File: config.mk
export PLATFORM = sky130hd
export DESIGN_NAME = tx_lane_sched
export DESIGN_NICKNAME = d
export VERILOG_FILES = /design/src/rtl/tx_lane_pkg.sv /design/src/rtl/tx_lane_sched_skp_timer.sv /design/src/rtl/tx_lane_sched.sv
export SDC_FILE = /design/constraint.sdc
export NUM_CORES = 1
export LEC_CHECK = 0
export BUFFER_PORTS_ARGS = -buffer_cell sky130_fd_sc_hd__buf_2
export CORE_UTILIZATION = 50
export CTS_BUF_LIST = sky130_fd_sc_hd__clkbuf_8
export DETAILED_ROUTE_END_ITERATION = 10
export PLACE_DENSITY = 0.7
export SLEW_MARGIN = 20
export SYNTH_ARGS = -nofsm -noshare
export SYNTH_HDL_FRONTEND = slang
export SYNTH_SLANG_ARGS = --single-unit
File: constraint.sdc
create_clock -name clk -period 4.8 [get_ports clk]
set_clock_uncertainty 0.2 [all_clocks]
set_input_delay 0.72 -clock clk [delete_from_list [all_inputs] [get_ports clk]]
set_output_delay 0.72 -clock clk [all_outputs]
set_load 0.03 [all_outputs]
File: src/rtl/tx_lane_pkg.sv
// Shared constants and state encoding for the PCIe Tx lane symbol schedulers.
package tx_lane_pkg;

    localparam logic [7:0] K_COM  = 8'hBC;
    localparam logic [7:0] K_SKP  = 8'h1C;
    localparam logic [7:0] D_IDLE = 8'h00;

    localparam int unsigned SYM_BITS = 10;

    typedef enum logic [1:0] {
        ST_OFF,
        ST_IDLE,
        ST_PKT,
        ST_SKP
    } lane_state_e;

endpackage

File: src/rtl/tx_lane_sched_skp_timer.sv
// SKP interval counter with sticky pending flag; one tick per emitted symbol.
module skp_timer #(
    parameter int unsigned INTERVAL = 1180
) (
    input  logic clk,
    input  logic rst,
    input  logic tick,
    input  logic clr,
    output logic pend
);

    localparam int unsigned CW = $clog2(INTERVAL);

    logic [CW-1:0] cnt_q, cnt_d;
    logic          pend_q, pend_d;

    // A clear coinciding with a tick counts that symbol as the first of the new interval.
    always_comb begin
        cnt_d  = cnt_q;
        pend_d = pend_q;
        if (clr) begin
            pend_d = 1'b0;
            cnt_d  = tick ? CW'(1) : '0;
        end else if (tick) begin
            if (cnt_q == CW'(INTERVAL - 1)) begin
                cnt_d  = '0;
                pend_d = 1'b1;
            end else begin
                cnt_d = cnt_q + CW'(1);
            end
        end
    end

    always_ff @(posedge clk or negedge rst) begin
        if (!rst) begin
            cnt_q  <= '0;
            pend_q <= 1'b0;
        end else begin
            cnt_q  <= cnt_d;
            pend_q <= pend_d;
        end
    end

    assign pend = pend_q;

endmodule

File: src/rtl/tx_lane_sched.sv
// Per-lane Tx symbol scheduler: picks packet data, SKP ordered sets or logical
// idle once per 10-bit symbol slot and frames it for the encoder/serialiser.
module tx_lane_sched
    import tx_lane_pkg::*;
#(
    parameter int unsigned SKP_INTERVAL = 1180,
    parameter int unsigned SKP_LEN      = 3
) (
    input  logic       clk,
    input  logic       rst,
    input  logic       lane_en,
    input  logic       tx_valid,
    input  logic       tx_k,
    input  logic [7:0] tx_byte,
    input  logic       tx_last,
    output logic       tx_ready,
    output logic       sym_k,
    output logic [7:0] sym_byte,
    output logic       sym_strobe,
    output logic       ser_en,
    output logic       skp_sent,
    output logic       tx_abort
);

    lane_state_e state_q, state_d;
    logic [3:0]  bit_cnt_q, bit_cnt_d;
    logic [2:0]  skp_idx_q, skp_idx_d;
    logic        sym_k_q, sym_k_d;
    logic [7:0]  sym_byte_q, sym_byte_d;
    logic        sym_strobe_q, sym_strobe_d;
    logic        skp_sent_q, skp_sent_d;

    logic boundary;
    logic accept;
    logic com_issue;
    logic skp_pend;
    logic timer_tick;
    logic timer_clr;

    // Leaving OFF is itself a boundary so the first symbol goes out one cycle after enable.
    assign boundary = (state_q == ST_OFF) ? lane_en
                                          : (bit_cnt_q == 4'(SYM_BITS - 1));

    assign tx_ready = boundary & lane_en &
                      (((state_q == ST_IDLE) & ~skp_pend) | (state_q == ST_PKT));
    assign accept   = tx_valid & tx_ready;
    assign tx_abort = boundary & ~lane_en & (state_q == ST_PKT);
    assign ser_en   = (state_q != ST_OFF);

    assign timer_tick = boundary & lane_en;
    assign timer_clr  = boundary & (~lane_en | com_issue);

    skp_timer #(
        .INTERVAL(SKP_INTERVAL)
    ) u_skp_timer (
        .clk  (clk),
        .rst  (rst),
        .tick (timer_tick),
        .clr  (timer_clr),
        .pend (skp_pend)
    );

    always_comb begin
        state_d      = state_q;
        bit_cnt_d    = '0;
        skp_idx_d    = skp_idx_q;
        sym_k_d      = sym_k_q;
        sym_byte_d   = sym_byte_q;
        sym_strobe_d = 1'b0;
        skp_sent_d   = 1'b0;
        com_issue    = 1'b0;

        if (ser_en && bit_cnt_q != 4'(SYM_BITS - 1)) begin
            bit_cnt_d = bit_cnt_q + 4'd1;
        end

        if (boundary) begin
            if (!lane_en) begin
                state_d = ST_OFF;
            end else begin
                sym_strobe_d = 1'b1;
                sym_k_d      = 1'b0;
                sym_byte_d   = D_IDLE;
                case (state_q)
                    ST_OFF: begin
                        state_d = ST_IDLE;
                    end
                    ST_IDLE: begin
                        if (skp_pend) begin
                            com_issue  = 1'b1;
                            sym_k_d    = 1'b1;
                            sym_byte_d = K_COM;
                            skp_idx_d  = 3'd1;
                            state_d    = ST_SKP;
                        end else if (accept) begin
                            sym_k_d    = tx_k;
                            sym_byte_d = tx_byte;
                            state_d    = tx_last ? ST_IDLE : ST_PKT;
                        end
                    end
                    ST_PKT: begin
                        // Without valid data the slot carries idle (underrun).
                        if (accept) begin
                            sym_k_d    = tx_k;
                            sym_byte_d = tx_byte;
                            if (tx_last) begin
                                state_d   = skp_pend ? ST_SKP : ST_IDLE;
                                skp_idx_d = '0;
                            end
                        end
                    end
                    ST_SKP: begin
                        sym_k_d = 1'b1;
                        if (skp_idx_q == '0) begin
                            com_issue  = 1'b1;
                            sym_byte_d = K_COM;
                            skp_idx_d  = 3'd1;
                        end else begin
                            sym_byte_d = K_SKP;
                            if (skp_idx_q == 3'(SKP_LEN)) begin
                                skp_sent_d = 1'b1;
                                state_d    = ST_IDLE;
                            end else begin
                                skp_idx_d = skp_idx_q + 3'd1;
                            end
                        end
                    end
                    default: begin
                        state_d = ST_OFF;
                    end
                endcase
            end
        end
    end

    always_ff @(posedge clk or negedge rst) begin
        if (!rst) begin
            state_q      <= ST_OFF;
            bit_cnt_q    <= '0;
            skp_idx_q    <= '0;
            sym_k_q      <= 1'b0;
            sym_byte_q   <= '0;
            sym_strobe_q <= 1'b0;
            skp_sent_q   <= 1'b0;
        end else begin
            state_q      <= state_d;
            bit_cnt_q    <= bit_cnt_d;
            skp_idx_q    <= skp_idx_d;
            sym_k_q      <= sym_k_d;
            sym_byte_q   <= sym_byte_d;
            sym_strobe_q <= sym_strobe_d;
            skp_sent_q   <= skp_sent_d;
        end
    end

    assign sym_k      = sym_k_q;
    assign sym_byte   = sym_byte_q;
    assign sym_strobe = sym_strobe_q;
    assign skp_sent   = skp_sent_q;

endmodule

=== After elaboration in Yosys (flattened, before gate mapping) ===
Cells that the tools add are included.

* $add $sub $neg: 3
* Eq/ne operators: 16
* Multiplexer cells: 44
* Bitwise gates (word level): 11
* Reductions and logical operators: 11

{| class="wikitable"
|+ Operators with widths
! kind !! count
|-
| $mux W11 || 3
|-
| $mux W8 || 3
|-
| $pmux W8 S3 || 1
|-
| $mux W1 || 18
|-
| $mux W2 || 9
|-
| $mux W3 || 5
|-
| $ne A3 B3 Y1 const B || 5
|-
| $add A11 B1 Y11 const B || 1
|-
| $eq A11 B11 Y1 const B || 1
|-
| $pmux W3 S3 || 1
|-
| $pmux W2 S4 || 1
|-
| $and A1 B1 Y1 || 7
|-
| $reduce_and A7 Y1 || 1
|-
| $reduce_and A6 Y1 || 1
|-
| $reduce_bool A2 Y1 || 3
|-
| $add A4 B1 Y4 const B || 1
|-
| $eq A2 B2 Y1 const B || 2
|-
| $eq A4 B4 Y1 const B || 1
|-
| $mux W4 || 1
|-
| $ne A2 B2 Y1 const B || 2
|-
| $ne A4 B3 Y1 const B || 1
|-
| $ne A4 B4 Y1 const B || 1
|-
| $reduce_and A2 Y1 || 2
|-
| $add A3 B1 Y3 const B || 1
|-
| 11 further kinds || 13
|}

* Register bits after elaboration: 32
* Logic and storage cells: 94

=== Longest topological paths before layout ===
Gate-level depths: netlist of the first run.

* Word-level depth: 9
* Gate-level depth with buffers: 9

=== By module ===
Synthesis of the first run repeated with hierarchy kept, for this count alone.

* Cells, all modules: 173
* Area total of the unflattened synthesis: 1806.7 sq um

{| class="wikitable"
|+ Modules (own cells, without submodules)
! module !! instances !! cells each !! area each (sq um) !! sequential area each (sq um)
|-
| tx_lane_sched || 1 || 103 || 1089.8 || 500.5
|-
| skp_timer || 1 || 70 || 716.9 || 300.3
|}

=== Least setup slack after synthesis of the first run ===
Ideal clock, no wire load.

* Path kind: flip-flop to output port
* Start point: register state_q[0]
* End point: output tx_abort
* Arrival: 1.747 ns
* Required time: 3.880 ns
* Slack: 2.133 ns
* Cell stages (with the launch flop): 7
* Path through: dfrtp_1 inv_1 ha_1 buf_6 nand4bb_1 buf_6 nor3_1

* Word-level cells in the longest chain between the ends: 4
* Elaborated cells between the ends (all ways): 5

{| class="wikitable"
|+ Ends and longest elaborated chain
! what !! line !! source
|-
| start: declaration || tx_lane_sched.sv:25 || <nowiki>lane_state_e state_q, state_d;</nowiki>
|-
| start signal: assignment || tx_lane_sched.sv:146 || <nowiki>state_q <= state_d;</nowiki>
|-
| $logic_not A2 Y1 || tx_lane_sched.sv:41 || <nowiki>assign boundary = (state_q == ST_OFF) ? lane_en</nowiki>
|-
| $mux W1 || tx_lane_sched.sv:41 ||
|-
| $and A1 B1 Y1 || tx_lane_sched.sv:47 || <nowiki>assign tx_abort = boundary & ~lane_en & (state_q == ST_PKT);</nowiki>
|-
| $and A1 B1 Y1 * || tx_lane_sched.sv:47 ||
|-
| end: declaration || tx_lane_sched.sv:22 || <nowiki>output logic tx_abort</nowiki>
|}

Every way passes the cells marked *; elsewhere a longest branch is shown, timed or not.

=== Final worst setup path of the first run ===
Same ends and word-level chain as after synthesis.

==> impl_metrics.yaml, run 1 <==
global_route:
  grt_usage_pct: 23.23
  grt_pass1_vias: 1371
  grt_first_pass_wirelength_um: 6244
  antenna_found_initial: 0
  grt_max_degree: 33
  grt_overflow: 0
power:
  sequentialPowerShare_pct: 41.8
  vdd.ir_drop.worst_uv: 205.9
  p_leak_nw: 0.9673
  power_switching_share_pct: 37.88
  p_sw_uw: 300.1
  p_int_uw: 492.1
  combPwrFrac_pct: 35.0
  powerDensity_nw_per_um2: 393.5
  pwr-share-clk_pct: 23.2
cells_and_area:
  final_cells: 255
  antenna_cells: 0
  fillers: 294
  final_area_um2: 2013
  num-nets-final: 235
  layout-drive-gt1-share_pct: 19.14
  area_growth_pct: 12.68
cts:
  clock_latency_ns: 0.29
  ctsHoldBuffers: 0
  cts-root-buf: "clkbuf_8"
  cts_resized: 0
  clk_transition_reported_paths_ns: 0.07
  cts_tree: "yes"
  h-tree-depth: 2
  cts_sinks: 32
  cts_buffer_depth: 2
  cts_setup_buffers: 0
  cts_buffers: 5
die:
  die_h_um: 61.78
  die_w_um: 61.78
  initial_core_util_pct: 52.71
  ios: 28
  rows: 21
  core_area_um2: 3390
  die_area_um2: 3817
placement:
  placed_area_um2: 1944
  detailed_place_hpwl_um: 2838
  io_buffers: 27
  place_congestion: 0.8411
  dp.cells: 250
synthesis:
  synth_nets: 206
  ys_seq_area_share_pct: 44.82
  yosysUniqueCellTypes: 44
  synth-main-ff-cell: "dfrtp_1"
  synth.top_cell.area_share_pct: 44.82
  synth_edf_count: 0
  netlist_instances: 182
  yosysWarnings: 0
  synth_top_cell_by_area: "dfrtp_1"
  ys_seq_elements: 32
  async_reset_ff_share_pct: 100.0
  synth.cell_area_um2: 1787
  syn_avg_cell_area_um2: 9.817
  synthTopCellsByArea: "dfrtp_1 (45%), ha_1 (7.0%), nand2_1 (5.5%), a22oi_1 (3.8%), nand3_1 (2.8%)"
detailed_routing:
  wl_per_cell_um: 14.79
  dr.pass1.iters: 4
  first_iter_violations: 73
  wl_um: 3771
  ant_nets: 0
  num_vias: 1467
  viasPerCell: 5.753
  drc_errors: 0
critical_path:
  setup.worst_path.start_class: "flip-flop"
  cp_max_fo: 9
  required_ns: 3.88
  worstPathArrival_ns: 2.11
  worstPathCellList: "inv_1, ha_1, nand4bb_1, nor3_1, buf_2"
  slowest_stage: "nand4bb_1"
  setup.worst_path.end_class: "primary output"
  critPathMaxStageDelay_ns: 0.52
  worstSetupPathType: "flip-flop to primary output"
min_path:
  hold_class: "input pin to asynchronous set/reset pin"
sta:
  slew_violations: 0
  post-route-min-period_ns: 3.031
  relSlewSlack_pct: 52.28
  fmax_ghz: 0.3299
  rsz0062_at_grt: "no"
  fin_tns_setup_ns: 0
  finalCritPeriodShare_pct: 63.15
  finalSetupViolations: 0
  hold_viol_final: 0
  worst_slew_pin_slew_ns: 0.7157
outcome:
  status: "complete, no violations"
flow_run:
  cap_violations: 0
==> worst paths after layout <==
path / from / to / slack, ns / depth (start not counted)
worst max-delay path: state_q[0] / tx_abort / 1.77 / 5
worst max register to register: state_q[0] / u_skp_timer.cnt_q[7] / 2.20 / 6
max in group asynchronous: rst / u_skp_timer.cnt_q[10] / 3.65 / 1
worst min-delay path: rst / sym_byte[2] / 0.28 / 1
min in group clk: sym_byte[0] / sym_byte[0] / 0.30 / 1
worst min register to register: sym_byte[0] / sym_byte[0] / 0.30 / 1
==> cells in the mapped netlist, types with 2 or more instances <==
| master | n |
|---|---|
| clkbuf_1 | 2 |
| and3_1 | 2 |
| a22o_1 | 3 |
| a21oi_1 | 6 |
| nor2_1 | 9 |
| nand2b_1 | 5 |
| nor3b_1 | 2 |
| xnor2_1 | 5 |
| a32o_1 | 2 |
| o21ai_0 | 8 |
| buf_6 | 2 |
| nand3_1 | 10 |
| or3_1 | 2 |
| a22oi_1 | 9 |
| a2111oi_1 | 2 |
| nand2_1 | 26 |
| ha_1 | 10 |
| inv_1 | 13 |
| a21boi_0 | 2 |
| nor3_1 | 3 |
| nand3b_1 | 2 |
| dfrtp_1 | 32 |
| o31ai_1 | 3 |
| mux2i_1 | 2 |
==> final cells by class <==
| class | instances | area (µm²) | share of cell area, % |
|---|---|---|---|
| clock buffer | 5 | 68.82 | 3.418 |
| multi-input combinational | 131 | 894.6 | 44.44 |
| sequential | 32 | 800.8 | 39.78 |
| timing repair buffer | 28 | 142.6 | 7.085 |
| tap | 46 | 57.56 | 2.859 |
| inverter | 13 | 48.80 | 2.424 |
==> metal layers <==
layer	share of wire (%)	vias up	wire, µm	track usage, %
met2	48	26	1816	36.71
met4	2.1	0	81	12.70
li1	-	706	-	-
met3	3.4	7	129	6.418
met5	0	-	0	0
met1	46	728	1743	28.79
==> cells by family after synthesis <==
logic type	share of synthesized area [%]
AO/OA/AOI/OAI	19.05
XOR/XNOR	2.451
adder cells (fa/ha/maj)	7.003
buffers and inverters	5.112
flip-flops	44.82
multiplexers	1.751
AND/OR/NAND/NOR	19.82
==> stage by stage <==
| step | worst slack, ns | power (mW) | hold slack (ns) | util (%) |
|---|---|---|---|---|
| after detailed placement | 2.061 | 0.6116 | 0.2909 | 57.36 |
| after global routing | 1.606 | 0.8480 | 0.3302 | 59.39 |
| after floorplan | 2.133 | 0.5479 | 0.2244 | - |
| after CTS | 1.743 | 0.7977 | 0.3031 | 59.39 |
| after global placement | 2.163 | 0.5968 | 0.2843 | 57.36 |
| final | 1.769 | 0.7921 | 0.2844 | 59.39 |
==> power by group through the flow <==
stage	registers (mW)	clock network, mW	logic [mW]
2_1_floorplan	0.335	0	0.212
3_3_place_gp	0.332	0	0.264
3_5_place_dp	0.336	0	0.276
4_1_cts	0.331	0.190	0.276
5_1_grt	0.337	0.197	0.314
6_report	0.331	0.184	0.277
==> sequential cells by signal (all words and copies together) (netlist names) <==
signal and cells:
sym_byte 8, sym_strobe 1, skp_sent 1, u_skp_timer.cnt_q 11
sym_k 1, bit_cnt_q 4, u_skp_timer.pend 1, state_q 2
skp_idx_q 3
==> layout by cell type (no fill, tap or decap), types with 2 or more instances in the layout <==
| cell | Yosys | final |
|---|---|---|
| clkbuf_8 | 0 | 5 |
| nor2_1 | 9 | 9 |
| mux2i_1 | 2 | 2 |
| buf_2 | 1 | 27 |
| a2111oi_1 | 2 | 2 |
| o31ai_1 | 3 | 3 |
| nor3b_1 | 2 | 2 |
| nand2b_1 | 5 | 5 |
| inv_1 | 13 | 13 |
| a21oi_1 | 6 | 6 |
| dfrtp_1 | 32 | 32 |
| ha_1 | 10 | 10 |
| nor3_1 | 3 | 3 |
| or3_1 | 2 | 2 |
| a21boi_0 | 2 | 2 |
| a32o_1 | 2 | 2 |
| nand2_1 | 26 | 26 |
| o21ai_0 | 8 | 8 |
| nand3_1 | 10 | 10 |
| and3_1 | 2 | 2 |
| nand3b_1 | 2 | 2 |
| a22oi_1 | 9 | 9 |
| xnor2_1 | 5 | 5 |
| a22o_1 | 3 | 3 |
==> critical path, delay by kind of cell (launching register included) <==
family	cells	cell delay [ns]
buffers and inverters	2	0.32
AND/OR/NAND/NOR	2	0.79
adder cells (fa/ha/maj)	1	0.29
flip-flops	1	0.40
No activity file was read; power rests on OpenSTA's default activity.
==> run 2, diff against run 1 <==
Clock period 4.8 ns to 3.01 ns, I/O delays scaled along.
==> impl_metrics.yaml, run 2 (synthesis gave the netlist of run 1 again) <==
outcome:
  status: "complete, no violations"
detailed_routing:
  wl_um: 3868
  num_vias: 1469
  drc_errors: 0
  dr.pass1.iters: 5
  first_iter_violations: 72
  wl_per_cell_um: 14.99
  viasPerCell: 5.694
  ant_nets: 0
critical_path:
  worstPathArrival_ns: 2.20
  critPathMaxStageDelay_ns: 0.53
  setup.worst_path.end_class: "primary output"
  slowest_stage: "nand4bb_1"
  worstPathCellList: "inv_1, ha_1, nand4bb_1, nor3_1, buf_2"
  rr_startpoint: "state_q[0]"
  cp_max_fo: 9
  required_ns: 2.36
  setup.worst_path.start_class: "flip-flop"
  regToRegSetupSlack_ns: 0.39
  worstSetupPathType: "flip-flop to primary output"
  worst_r2r_endpoint: "u_skp_timer.cnt_q[6]"
  ff2ff_path_depth: 6
sta:
  fin_worst_hold_slack_ns: 0.02457
  finalSetupViolations: 0
  finalCritPeriodShare_pct: 94.69
  hold_viol_final: 0
  slew_violations: 0
  relSlewSlack_pct: 52.57
  fin_tns_setup_ns: 0
  post-route-min-period_ns: 2.850
  worst_slew_pin_slew_ns: 0.7114
  rsz0062_at_grt: "no"
  fmax_ghz: 0.3509
die:
  rows: 21
  ios: 28
  core_area_um2: 3390
  die_h_um: 61.78
  die_w_um: 61.78
  die_area_um2: 3817
  initial_core_util_pct: 52.71
cts:
  cts_tree: "yes"
  clock_latency_ns: 0.28
  clk_transition_reported_paths_ns: 0.06
  cts_resized: 0
  cts-root-buf: "clkbuf_8"
  cts_buffer_depth: 2
  cts_sinks: 32
  cts_buffers: 5
  ctsHoldBuffers: 0
  cts_setup_buffers: 0
  h-tree-depth: 2
power:
  powerDensity_nw_per_um2: 635.9
  vdd.ir_drop.worst_uv: 340.6
  p_leak_nw: 0.9852
placement:
  io_buffers: 27
  place_congestion: 0.8013
  detailed_place_hpwl_um: 2960
global_route:
  antenna_found_initial: 0
  grt_max_degree: 33
  grt_usage_pct: 23.25
  grt_pass1_vias: 1407
  grt_overflow: 0
  grt_first_pass_wirelength_um: 6320
cells_and_area:
  num-nets-final: 235
  largest_register_ffs: 11
  fin_util_pct: 60.02
  fillers: 302
  antenna_cells: 0
  area_growth_pct: 13.87
  top_register: "u_skp_timer.cnt_q"
  layout-drive-gt1-share_pct: 19.34
  final_common_cell: "dfrtp_1"
  layout_common_cells: "dfrtp_1 (32), buf_2 (27), nand2_1 (26)"
min_path:
  hold_class: "input pin to asynchronous set/reset pin"
flow_run:
  cap_violations: 0
-- run 2: changes by cell type in the layout (fill, tap and decap cells not counted), sizes merged --
cell,change
clkbuf,+1
inv,+2
-- run 2: metal layers --
| layer | wire (µm) | vias to the layer above | global-route usage, % | share of wire (%) |
|---|---|---|---|---|
| met5 | 0 | - | 0 | 0 |
| met1 | 1787 | 720 | 29.13 | 46 |
| met2 | 1877 | 30 | 38.10 | 49 |
| met4 | 64 | 0 | 8.254 | 1.7 |
| met3 | 139 | 7 | 7.039 | 3.6 |
| li1 | - | 712 | - | - |
-- run 2: cell type report --
class                   count  area, µm²  share of cell area, %
multi-input cells         131      894.6                  43.97
clock buffers               6      82.58                  4.059
clock inverters             2      7.507                 0.3690
flip-flops and latches     32      800.8                  39.36
well taps                  46      57.56                  2.829
repair buffers             28      142.6                  7.011
inverters                  13      48.80                  2.399
-- run 2: worst max-delay path: cells and delay by family (launching register included) --
| kind | cells | cell delay (ns) |
|---|---|---|
| adders and majority gates | 1 | 0.28 |
| buffers and inverters | 2 | 0.35 |
| DFF | 1 | 0.39 |
| and+or+nand+nor | 2 | 0.90 |
-- run 2: stage by stage --
| stage | total power [mW] | cell area (µm²) | setup WS (ns) | cells |
|---|---|---|---|---|
| 6_report | 1.294 | 2034 | 0.1598 | 258 |
| 5_1_grt | 1.386 | 2034 | 0.06584 | 258 |
| 4_1_cts | 1.302 | 2034 | 0.2222 | 258 |
| 3_5_place_dp | 0.9711 | 1944 | 0.4279 | 250 |
| 3_3_place_gp | 0.9529 | 1944 | 0.5513 | 250 |
| 2_1_floorplan | 0.8737 | 1787 | 0.6117 | 182 |
-- run 2: worst max-delay path by stage --
stage / from / endpoint / cells after the start
after global routing: state_q[0] / tx_abort / 5
after floorplan: state_q[0] / tx_abort / 6
final: state_q[0] / tx_abort / 5
after CTS: state_q[0] / tx_abort / 5
after global placement: state_q[0] / u_skp_timer.cnt_q[7] / 6
after detailed placement: state_q[0] / u_skp_timer.cnt_q[6] / 6
-- run 2: where the power goes --
group | total (mW) | switching, mW | internal (mW)
clock network | 0.327 | 0.147 | 0.179
logic | 0.441 | 0.285 | 0.156
registers | 0.526 | 0.0462 | 0.480
==> run 3, diff against run 2 <==
Settings changed: ABC_AREA set to 1, CORE_UTILIZATION 50 to 58, HOLD_SLACK_MARGIN set to 0.12, PLACE_DENSITY 0.7 to 0.79.
==> impl_metrics.yaml, run 3 <==
placement:
  detailed_place_hpwl_um: 2517
  io_buffers: 27
  place_congestion: 0.8879
cells_and_area:
  num-nets-final: 269
  multiInputGateArea_um2: 858.3
  fillers: 228
  layout-drive-gt1-share_pct: 19.51
  regArea_um2: 800.8
  top_register: "u_skp_timer.cnt_q"
  largest_register_ffs: 11
  layout_common_cells: "nand2_1 (46), dfrtp_1 (32), buf_2 (27)"
  area_growth_pct: 14.90
  final_common_cell: "nand2_1"
  antenna_cells: 0
power:
  power_switching_share_pct: 42.36
  combPwrFrac_pct: 41.5
  p_int_uw: 971.0
  vdd.ir_drop.worst_uv: 535.3
  powerDensity_nw_per_um2: 819.4
  p_total_mw: 1.685
  p_sw_uw: 713.6
  p_leak_nw: 1.057
  sequentialPowerShare_pct: 35.0
  pwr-share-clk_pct: 23.5
die:
  die_h_um: 57.54
  die_w_um: 57.54
  die_area_um2: 3311
  initial_core_util_pct: 63.25
  rows: 19
  core_area_um2: 2829
  ios: 28
synthesis:
  synth.top_cell.area_share_pct: 44.76
  synth_top_cells_by_count: "nand2_1 (46), dfrtp_1 (32), inv_1 (25), nor2_1 (23), o21ai_0 (17)"
  synth-main-ff-cell: "dfrtp_1"
  yosys.cell_count.top_type: "nand2_1"
  netlist_instances: 214
  async_reset_ff_share_pct: 100.0
  syn_avg_cell_area_um2: 8.361
  synth_nets: 238
  synth.cell_area_um2: 1789
  ys_seq_elements: 32
  yosysWarnings: 0
  synth_top_cell_by_area: "dfrtp_1"
  synthTopCellsByArea: "dfrtp_1 (45%), nand2_1 (9.7%), ha_1 (7.0%), inv_1 (5.2%), nor2_1 (4.8%)"
  yosysUniqueCellTypes: 33
  ys_seq_area_share_pct: 44.76
  synth_edf_count: 0
critical_path:
  setup.worst_path.start_class: "flip-flop"
  worstSetupPathType: "flip-flop to primary output"
  cp_max_fo: 13
  required_ns: 2.36
  setup.worst_path.end_class: "primary output"
  worstPathArrival_ns: 1.70
sta:
  hold_viol_final: 0
  finalCritPeriodShare_pct: 78.03
  fin_tns_setup_ns: 0
  post-route-min-period_ns: 2.349
  worst_slew_pin_slew_ns: 0.7081
  finalSetupViolations: 0
  fmax_ghz: 0.4258
  rsz0062_at_grt: "no"
  relSlewSlack_pct: 52.79
  slew_violations: 0
detailed_routing:
  wl_um: 3411
  num_vias: 1447
  dr.pass1.iters: 7
  ant_nets: 0
  drc_errors: 3
  first_iter_violations: 123
  wl_per_cell_um: 12.31
  viasPerCell: 5.224
cts:
  cts_sinks: 32
  cts_setup_buffers: 0
  h-tree-depth: 2
  cts_tree: "yes"
  clock_latency_ns: 0.28
  cts-root-buf: "clkbuf_8"
  cts_buffers: 5
  cts_buffer_depth: 2
  clk_transition_reported_paths_ns: 0.06
global_route:
  antenna_found_initial: 0
  grt_max_degree: 33
  grt_first_pass_wirelength_um: 5954
  grt_pass1_vias: 1368
  grt_usage_pct: 23.69
  grt_overflow: 0
min_path:
  hold_class: "input pin to flip-flop"
outcome:
  status: "complete, but fails checks"
  violations: "design-rule violations"
flow_run:
  cap_violations: 0
-- run 3: final cells by class --
type	instances	share of cell area (%)
sequential	32	38.95
clock buffer	5	3.348
clock inverter	3	1.887
timing repair buffer	28	7.060
multi-input combinational	150	41.75
tap	31	1.887
inverter	28	5.113
-- run 3: per-layer routing --
layer  vias up  part of all wire [%]  GRT usage [%]
met2        32                    44          37.71
li1        758                     -              -
met1       652                    50          32.15
met4         0                   1.3          9.408
met3         5                   4.9          4.308
met5         -                     0              0
-- run 3: path summary, 6_finish.rpt --
path	depth (start not counted)	endpoint	slack, ns	startpoint
setup / recovery	7	tx_ready	0.66	state_q[0]
hold / removal	3	sym_byte[0]	0.21	tx_byte[0]
setup reg to reg	8	u_skp_timer.cnt_q[4]	0.82	state_q[0]
hold reg to reg	2	sym_byte[3]	0.28	sym_byte[3]
max in group asynchronous	2	sym_byte[1]	1.60	rst
min in group asynchronous	2	skp_idx_q[2]	0.55	rst
-- run 3: kinds of logic (layout without fill, tap and decap cells) --
family                   Yosys count  after routing  share of synthesized area (%)
flip-flops                        32             32                          44.76
adder cells (fa/ha/maj)           10             10                          6.993
AO/OA/AOI/OAI                     37             37                          12.10
AND/OR/NAND/NOR                   96             96                          25.46
buffers and inverters             32             64                          7.272
XOR/XNOR                           7              7                          3.427
-- run 3: what timing repair did --
action,4_1_cts,5_1_grt
hold endpoints to repair,32,0
hold buffers,1,0
resized for setup,0,0
-- run 3: worst max-delay path, cell delays in order (launching register included) --
cell     delay (ns)
dfrtp_1        0.42
inv_1          0.10
ha_1           0.18
inv_2          0.08
nand2_4        0.13
nand2_4        0.14
nor2_8         0.16
buf_2          0.21
-- run 3: metrics by stage --
step / cells / setup slack (ns) / utilization (%) / cell area (µm²) / hold WS, ns
after detailed placement: 268 / 0.8266 / 68.51 / 1938 / 0.2679
after global placement: 268 / 0.9120 / 68.51 / 1938 / 0.2610
after CTS: 277 / 0.6570 / 72.67 / 2056 / 0.2100
final: 277 / 0.6613 / 72.67 / 2056 / 0.2105
after global routing: 277 / 0.5339 / 72.67 / 2056 / 0.2193
after floorplan: 214 / 0.6716 / - / 1789 / -0.04409
-- run 3: power groups by stage --
stage / sequential, mW / clock, mW / combinational (mW)
floorplan: 0.654 / 0 / 0.483
global placement: 0.592 / 0 / 0.685
detailed placement: 0.595 / 0 / 0.701
CTS: 0.588 / 0.407 / 0.703
global route: 0.601 / 0.422 / 0.785
finish: 0.590 / 0.396 / 0.698
